**src/rtl/sec_ded_pkg.sv**
```systemverilog
// Shared widths, codeword layout and status encoding for the SEC-DED correction stage.
package sec_ded_pkg;

    localparam int unsigned DATA_W = 8;
    localparam int unsigned CODE_W = 12;
    localparam int unsigned ADDR_W = 4;
    localparam int unsigned STAT_W = 2;

    localparam logic [ADDR_W-1:0] NO_FLIP = 4'hF;

    // Codeword positions (1-based) carrying data bits, index 0 = data LSB.
    localparam logic [ADDR_W-1:0] DATA_POS [DATA_W] = '{
        4'd3, 4'd5, 4'd6, 4'd7, 4'd9, 4'd10, 4'd11, 4'd12
    };

    typedef enum logic [STAT_W-1:0] {
        ST_CLEAN         = 2'd0,
        ST_CORRECTED     = 2'd1,
        ST_UNCORRECTABLE = 2'd2
    } status_e;

    typedef struct packed {
        logic [CODE_W-1:0] code;
        status_e           status;
    } result_t;

    function automatic logic [DATA_W-1:0] extract_data(input logic [CODE_W-1:0] code);
        logic [DATA_W-1:0] d;
        d = '0;
        for (int i = 0; i < int'(DATA_W); i++) begin
            d[3'(i)] = code[4'(DATA_POS[3'(i)] - 4'd1)];
        end
        return d;
    endfunction

endpackage

```
**src/rtl/sat_counter.sv**
```systemverilog
// Saturating up-counter with synchronous clear taking priority over increment.
module sat_counter #(
    parameter int unsigned CNT_W = 8
) (
    input  logic             clk,
    input  logic             rst_n,
    input  logic             inc,
    input  logic             clr,
    output logic [CNT_W-1:0] cnt
);

    always_ff @(posedge clk) begin
        if (!rst_n) begin
            cnt <= '0;
        end else if (clr) begin
            cnt <= '0;
        end else if (inc && (cnt != {CNT_W{1'b1}})) begin
            cnt <= cnt + CNT_W'(1);
        end
    end

endmodule

```
**src/rtl/sec_ded_correct.sv**
```systemverilog
// Final SEC-DED stage: applies the single-bit flip, classifies the word and keeps error statistics.
module sec_ded_correct
    import sec_ded_pkg::*;
#(
    parameter int unsigned CNT_W = 8
) (
    input  logic               clk,
    input  logic               rst_n,
    input  logic               in_valid,
    output logic               in_ready,
    input  logic [CODE_W-1:0]  code_in,
    input  logic [ADDR_W-1:0]  address_flip,
    input  logic               dos_errors,
    output logic               out_valid,
    input  logic               out_ready,
    output logic [CODE_W-1:0]  code_out,
    output logic [DATA_W-1:0]  data_out,
    output status_e            status,
    output logic               scrub_req,
    input  logic               clr_stats,
    output logic [CNT_W-1:0]   single_cnt,
    output logic [CNT_W-1:0]   double_cnt,
    output logic               err_sticky
);

    logic    accept;
    result_t res;

    assign in_ready  = !out_valid || out_ready;
    assign accept    = in_valid && in_ready;
    assign scrub_req = out_valid && (status == ST_CORRECTED);

    // Classification in decision order; position 0 means only the overall parity bit was hit.
    always_comb begin
        res.code   = code_in;
        res.status = ST_CLEAN;
        if (dos_errors) begin
            res.status = ST_UNCORRECTABLE;
        end else if ((address_flip == 4'd13) || (address_flip == 4'd14)) begin
            res.status = ST_UNCORRECTABLE;
        end else if (address_flip == 4'd0) begin
            res.status = ST_CORRECTED;
        end else if (address_flip <= 4'd12) begin
            res.status = ST_CORRECTED;
            res.code   = code_in ^ (CODE_W'(1) << (address_flip - 4'd1));
        end
    end

    // Output register: loads on accept, holds under backpressure, empties when drained.
    always_ff @(posedge clk) begin
        if (!rst_n) begin
            out_valid <= 1'b0;
            code_out  <= '0;
            data_out  <= '0;
            status    <= ST_CLEAN;
        end else if (accept) begin
            out_valid <= 1'b1;
            code_out  <= res.code;
            data_out  <= extract_data(res.code);
            status    <= res.status;
        end else if (out_ready) begin
            out_valid <= 1'b0;
        end
    end

    always_ff @(posedge clk) begin
        if (!rst_n) begin
            err_sticky <= 1'b0;
        end else if (clr_stats) begin
            err_sticky <= 1'b0;
        end else if (accept && (res.status == ST_UNCORRECTABLE)) begin
            err_sticky <= 1'b1;
        end
    end

    sat_counter #(.CNT_W(CNT_W)) u_single_cnt (
        .clk   (clk),
        .rst_n (rst_n),
        .inc   (accept && (res.status == ST_CORRECTED)),
        .clr   (clr_stats),
        .cnt   (single_cnt)
    );

    sat_counter #(.CNT_W(CNT_W)) u_double_cnt (
        .clk   (clk),
        .rst_n (rst_n),
        .inc   (accept && (res.status == ST_UNCORRECTABLE)),
        .clr   (clr_stats),
        .cnt   (double_cnt)
    );

endmodule

```
**config.mk**
```make
export PLATFORM = sky130hd
export DESIGN_NAME = sec_ded_correct
export DESIGN_NICKNAME = d
export VERILOG_FILES = /design/src/rtl/sec_ded_pkg.sv /design/src/rtl/sat_counter.sv /design/src/rtl/sec_ded_correct.sv
export SDC_FILE = /design/constraint.sdc
export NUM_CORES = 1
export LEC_CHECK = 0
export ABC_AREA = 1
export CORE_MARGIN = 10
export CORE_UTILIZATION = 42
export CTS_CLUSTER_SIZE = 24
export DETAILED_ROUTE_END_ITERATION = 6
export PLACE_DENSITY = 0.88
export SETUP_SLACK_MARGIN = 0.5
export SKIP_LAST_GASP = 1
export SYNTH_ARGS = -nofsm -noshare
export SYNTH_HDL_FRONTEND = slang
export SYNTH_SLANG_ARGS = --single-unit
```
**constraint.sdc**
```tcl
create_clock -name clk -period 1.39 [get_ports clk]
set_input_delay 0.278 -clock clk [delete_from_list [all_inputs] [get_ports clk]]
set_output_delay 0.278 -clock clk [all_outputs]
set_load 0.02 [all_outputs]
```
==> results.txt, run 1 <==
Area delta synth->final: 75.77%
CP Launch Type: register
TritonRoute pass-1 iters: 5
Status: complete, no violations
Pins Over Slew Limit: 0
Final Skew: 0.006436 ns
Combinational power share: 28.0%
Placed cell areas: 2984 sq um
Yosys cell types: 30
Buffers added on ports: 59
Rows: 25
Clock-pin slew on the worst setup and hold paths: 0.07 ns
Met2 GRT Util: 30.41%
First-pass GRT wire length: 10.23 mm
Die Area: 8043 sq um
Internal power: 1.668 mW
Yosys warns: 0
Seq cells post-synth: 32
Fmax: 0.7553 GHz
Net Sw Frac: 30.91%
Vias in the first global route: 2302
Drt total wl: 6.971 mm
Worst-path fanout max: 2
Iter 0 DRT Violations: 143
Fillcell total: 313
Dpl hpwl: 4.303 mm
Core area: 4723 sq um
Remaining antenna violation count: 0
Crit Path Category: reg -> reg
Finished layout cell area: 3585 sq um
WHS Endpoint: code_out[3]
Diode count: 0
Sequential-to-total area share from yosys stat: 31.41%
CTS Sinks: 32
Fin util: 75.89%
Power per cell area: 673.7 nW/um^2
Die X-Extent: 89.69 um
Sequential share of power: 40.4%
Setup crit start: u_single_cnt.cnt[1]
Most used routing layer: met2
# nets final: 442
R2R depth: 7
Mapped cell area: 2039 sq um
Period utilisation layout: 95.25%
Clock buffer depth: 2
Endpoints failing setup: 0
Hold buffers post-CTS: 0
Initial Util: 43.18%
Vias: 2394
Final min period: 1.324 ns
Layout cells sized above 1: 49.88%
Crit. End Element: register
Gr ovfl total: 0
Met3 Usage GRT: 4.422%
# DRC: 0
Mean Syn Cell Area: 6.622 sq um
Static Leak: 1.599 nW
Initial antenna violation count: 0
Total GRT Usage: 16.16%
Switch Pwr: 746.6 uW
Clk network pwr share: 31.6%
Largest net degree at the start of global routing: 16
I/O pin total: 64
R2R Path Start: u_single_cnt.cnt[1]
RSZ-0062 raised after global routing: yes
CP arrival: 1.54 ns
Final Hold Vio Count: 0
Root buffer cell: clkbuf_8
Worst skew pair latency: 0.29 ns
Num CTS Buffers: 5
Hold path depth: 5
Reg-to-Reg End: u_single_cnt.cnt[4]
Max_cap viols: 0
Drt wl/cell: 14.34 um
Worst IR drop on VDD: 0.0005940 V
Worst Hold Class: in -> reg
CTS tree: yes
Met1 usage: 16.68%
Mapped Cells: 308
Routability cong.: 0.9303
Hold_sp: address_flip[2]
CTS H-tree lvls: 2
Average vias per placed instance: 4.926
Die height: 89.69 um
Crit path required time: 1.61 ns
R2R Setup Slk: 0.07 ns
==> layout by cell type, fill, tap and decap left out, types with 2 or more instances in the layout <==
master | Yosys | layout
nand3_2 | 2 | 2
clkbuf_1 | 1 | 2
dlygate4sd2_1 | 0 | 3
inv_1 | 36 | 31
nand4_1 | 12 | 12
buf_6 | 2 | 40
o21ai_1 | 2 | 4
clkdlybuf4s50_1 | 0 | 14
dfxtp_4 | 0 | 18
ha_4 | 0 | 2
nor2_4 | 1 | 4
o21ai_2 | 0 | 5
inv_2 | 4 | 8
nand2_4 | 6 | 7
nand2_8 | 0 | 3
a21oi_2 | 1 | 8
nand3_1 | 21 | 19
a21oi_1 | 22 | 14
xor2_1 | 7 | 6
nor2_2 | 2 | 11
clkdlybuf4s15_2 | 0 | 2
buf_12 | 0 | 4
nand3_4 | 2 | 4
dfxtp_2 | 0 | 14
buf_4 | 10 | 47
clkbuf_8 | 0 | 6
conb_1 | 1 | 4
a21oi_4 | 1 | 2
nand2_2 | 4 | 10
nor3_2 | 0 | 3
inv_4 | 3 | 3
nand2_1 | 80 | 70
nor2_1 | 36 | 24
o21ai_0 | 10 | 3
==> metrics by stage <==
step | hold slack [ns] | power, mW | TNS, ns | instances | setup slack, ns
2_1_floorplan | 0.4164 | 1.305 | 0 | 311 | 0.1406
3_3_place_gp | 0.4750 | 1.541 | -8.571 | 450 | -0.3248
3_5_place_dp | 0.4739 | 1.553 | -9.725 | 450 | -0.3942
4_1_cts | 0.4953 | 2.351 | 0 | 478 | 0.1642
5_1_grt | 0.5301 | 2.511 | -0.02540 | 486 | -0.02540
6_report | 0.4940 | 2.415 | 0 | 486 | 0.06609
==> cell usage after synthesis <==
master    count  area [sq um]
a21o_1        1         7.510
o21ai_0      10         50.05
dfxtp_1      32         640.6
a21oi_4       1         16.27
nand4_1      12         75.07
buf_4        10         75.07
xor2_1        7         61.31
o21ai_1       2         10.01
nor3_4        1         16.27
nor2_2        2         12.51
nand2_4       6         67.56
inv_4         3         18.77
buf_6         2         22.52
nand3_1      21         105.1
a21oi_2       1         8.760
a21oi_1      22         110.1
clkbuf_1      1         3.750
ha_1          2         25.02
inv_2         4         15.01
conb_1        1         3.750
nor2_4        1         11.26
nand3_4       2         35.03
nor2_1       36         135.1
nand3_2       2         20.02
buf_1         1         3.750
inv_1        36         135.1
nand2_1      80         300.3
nand2_2       4         25.02
xnor2_1       1         8.760
nor3_1        4         20.02
==> state kept, by name, indices dropped and copies added, names as in the netlist <==
| name | flops |
|---|---|
| u_single_cnt.cnt | 8 |
| u_double_cnt.cnt | 8 |
| out_valid | 1 |
| code_out | 12 |
| status | 2 |
| err_sticky | 1 |
==> final cells by class <==
cell class	count	area [sq um]	share of cell area, %
inverters	43	181.4	5.061
flip-flops and latches	32	725.7	20.24
multi-input cells	222	1381	38.53
clock buffers	8	90.09	2.513
repair buffers	114	1122	31.31
well taps	67	83.83	2.339
==> timing repair <==
action,4_1_cts,5_1_grt
setup buffers,19,8
gates cloned,1,0
setup endpoints to repair,70,70
hold endpoints to repair,0,0
pin swaps,18,15
resized for setup,285,43
==> cells by family after synthesis <==
logic type      after synthesis  synth area share, %
simple gates                171                40.37
flops                        32                31.41
xor+xnor                      8                3.436
buf+inv                      57                13.43
other cells                   1               0.1839
fa+ha+maj                     2                1.227
compound gates               37                9.939
==> power groups by stage <==
stage / registers [mW] / logic (mW) / clock network [mW]
final: 0.975 / 0.676 / 0.764
after global routing: 0.980 / 0.723 / 0.808
after CTS: 0.979 / 0.613 / 0.760
after detailed placement: 0.997 / 0.556 / 0
after global placement: 0.995 / 0.546 / 0
after floorplan: 1.04 / 0.264 / 0
==> metal layers <==
| layer | vias up | wire length (um) |
|---|---|---|
| met5 | - | 0 |
| met4 | 0 | 159 |
| met3 | 15 | 453 |
| met2 | 95 | 3769 |
| met1 | 1090 | 2589 |
| li1 | 1194 | - |
==> worst max-delay path by stage <==
stage	endpoint	slack (ns)	cells after the start
after global routing	u_single_cnt.cnt[4]	-0.03	7
final	u_single_cnt.cnt[4]	0.07	7
after global placement	in_ready	-0.32	4
after detailed placement	u_single_cnt.cnt[1]	-0.39	10
after CTS	u_single_cnt.cnt[3]	0.16	8
after floorplan	u_single_cnt.cnt[3]	0.14	7
==> critical path: stages (launching register included) <==
cell and delay [ns]:
dfxtp_4 0.36, ha_4 0.15, nand3_4 0.07, buf_4 0.14
buf_4 0.13, xnor2_1 0.16, nand2_1 0.10, a21oi_2 0.14
(Power assumes the default switching activity.)
==> run 2: changes to the inputs <==
Settings changed: PLACE_DENSITY 0.88 to 0.89, SLEW_MARGIN from default to 20, SYNTH_HIERARCHICAL from default to 1.
==> run 2 against run 1 <==
Compared with the run above:
- register-to-register slack got worse by 0.06 ns
- power is 0.93% lower
- wire length increased by 3.8%
- critical endpoint is now code_out[3]
- largest cell class unchanged
- largest power group unchanged
==> results.txt, run 2 <==
Status: complete, no violations
Area delta synth->final: 78.63%
CP max stage cell: dfxtp_4
Yosys cell types: 27
Fmax: 0.7236 GHz
Buffers added on ports: 59
Power per cell area: 684.9 nW/um^2
Commonest cells after routing, fill and taps aside: nand2_1 (57), buf_6 (52), buf_4 (41)
Max_cap viols: 0
CP arrival: 1.57 ns
Largest register FFs: 12
Final worst slack: 0.007965 ns
Post-synth top cells: nand2_1 (65), nor2_1 (58), inv_1 (39)
CTS Sinks: 32
R2R Setup Slk: 0.008 ns
Worst-path fanout max: 5
First-pass GRT wire length: 10.48 mm
# nets final: 448
Clock buffer depth: 2
Post-synth top flop: dfxtp_1
Final Hold Vio Count: 0
R2R Path Start: out_valid
Yosys warns: 6
Met3 WL: 508 um
Remaining antenna violation count: 0
TritonRoute pass-1 iters: 4
Reg-to-Reg End: code_out[3]
CP top delay family: buffers and inverters
Met2 wire length: 3.877 mm
CP Launch Type: register
Rows: 24
Pre-CTS WS: -0.5240 ns
Initial antenna violation count: 0
Crit Path Category: reg -> reg
Initial Util: 44.00%
Die Area: 7785 sq um
Dpl hpwl: 4.363 mm
Worst skew pair latency: 0.29 ns
Root buffer cell: clkbuf_8
Worst path bufs/invs: 4
WHS Endpoint: code_out[10]
Vias: 2487
Synth top area share: 32.76%
Drt wl/cell: 15.17 um
Largest net degree at the start of global routing: 11
Met1 wire length: 2.620 mm
Seq cells post-synth: 32
Fillcell total: 279
Async set or reset register ratio after synthesis: 0%
Top area cells in the synthesized netlist: dfxtp_1 (33%), nand2_1 (12%), nor2_1 (11%), inv_1 (7.5%), a21oi_1 (5.1%)
Worst Hold Class: in -> reg
Crit path required time: 1.58 ns
Fin util: 78.60%
Iter 0 DRT Violations: 146
Top reg by flops: code_out
FF/Latch Area: 710.7 sq um
Number of flops mapped to enable cells by yosys: 0
R2R depth: 9
Sequential-to-total area share from yosys stat: 32.76%
Die X-Extent: 88.24 um
Endpoints failing setup: 0
Mean Syn Cell Area: 6.308 sq um
Drt total wl: 7.237 mm
Synth area leader: dfxtp_1
CTS H-tree lvls: 2
Mapped Cells: 310
Final min period: 1.382 ns
Top Metal Used: met4
# DRC: 0
Mapped cell area: 1956 sq um
Hold path depth: 3
I/O pin total: 64
Clock-pin slew on the worst setup and hold paths: 0.07 ns
Average vias per placed instance: 5.214
Period utilisation layout: 99.43%
Num CTS Buffers: 5
Diode count: 0
Worst IR drop on VDD: 0.0005458 V
Most numerous cell in the Yosys netlist: nand2_1
Hold_sp: rst_n
Crit. End Element: register
Layout cells sized above 1: 50.59%
Die height: 88.24 um
Vias in the first global route: 2339
Commonest non-fill, non-tap cell in the layout: nand2_1
Multi-input logic area: 1308 sq um
Routability cong.: 0.9663
Worst-path cell chain: nand2_4 -> nand2_4 -> buf_4 -> buf_6 -> buf_6 -> a21oi_1 -> o21ai_0 -> nand2_1 -> inv_1
Pins Over Slew Limit: 0
Static Leak: 1.722 nW
RSZ-0062 raised after global routing: yes
Final Skew: 0.005863 ns
Core area: 4444 sq um
Gr ovfl total: 0
Total GRT Usage: 16.63%
CTS tree: yes
Worst path max stage delay: 0.35 ns
Largest registers: code_out x12, u_double_cnt/cnt x8, u_single_cnt/cnt x8
-- run 2: changes by cell type in the layout (fill, tap and decap cells not counted), moves of 11 or more --
cell     before  now
buf_6        40   52
nand2_1      70   57
nor2_1       24   40
nor2_4        4   15
-- run 2: cell families after synthesis --
| group | after synthesis | share of synthesized area (%) |
|---|---|---|
| adder cells (fa/ha/maj) | 2 | 1.279 |
| flip-flops | 32 | 32.76 |
| buffers and inverters | 64 | 15.04 |
| other | 1 | 0.1918 |
| XOR/XNOR | 3 | 1.344 |
| AO/OA/AOI/OAI | 36 | 9.533 |
| AND/OR/NAND/NOR | 172 | 39.86 |
-- run 2: worst max path at each step --
stage	slack [ns]	from	end	cells past startpoint
floorplan	-0.14	out_valid	u_single_cnt/cnt[5]	14
global placement	-0.44	address_flip[1]	u_double_cnt/cnt[5]	14
detailed placement	-0.52	address_flip[1]	u_double_cnt/cnt[5]	14
CTS	0.08	out_valid	u_double_cnt/cnt[7]	11
global route	-0.02	out_valid	u_single_cnt/cnt[5]	12
finish	0.008	out_valid	code_out[3]	9
-- run 2: area by class of cell --
class	instances	area share, %
Multi-Input combinational cell	218	37.43
Timing Repair Buffer	117	32.16
Sequential cell	32	20.34
Inverter	50	5.874
Clock buffer	7	2.185
Tap cell	52	1.862
Clock inverter	1	0.1433
-- run 2: per-stage QoR --
| stage | TNS, ns | instances | hold WS (ns) | power, mW | area [sq um] |
|---|---|---|---|---|---|
| 2_1_floorplan | -0.5910 | 313 | 0.4164 | 1.287 | 2033 |
| 3_3_place_gp | -8.340 | 442 | 0.4619 | 1.514 | 2813 |
| 3_5_place_dp | -9.634 | 442 | 0.4646 | 1.528 | 2813 |
| 4_1_cts | 0 | 465 | 0.4471 | 2.308 | 3238 |
| 5_1_grt | -0.04796 | 477 | 0.4826 | 2.488 | 3493 |
| 6_report | 0 | 477 | 0.4645 | 2.392 | 3493 |
-- run 2: per-layer routing --
layer	vias up	GRT usage [%]
met5	-	0
met1	1152	17.21
met4	0	6.608
li1	1188	-
met2	122	30.74
met3	25	4.871
-- run 2: where the power goes --
group / leakage, nW / switching (mW) / internal, mW / total [mW]
registers: 0.279 / 0.0462 / 0.954 / 1.00
clock network: 0.0422 / 0.347 / 0.351 / 0.698
logic: 1.40 / 0.351 / 0.344 / 0.695
total: 1.72 / 0.744 / 1.65 / 2.39
-- run 2: worst min-delay path, cell delays in order --
cell and delay, ns:
dlygate4sd2_1 0.31, o21ai_2 0.09, a21oi_1 0.04
-- run 2: timing repair --
| item | in CTS | in global routing |
|---|---|---|
| hold buffers | 0 | 0 |
| buffers inserted | 12 | 12 |
| resized for setup | 318 | 49 |
| endpoints found under the setup margin | 70 | 70 |
| pin swaps | 32 | 19 |
| cloned | 3 | 0 |
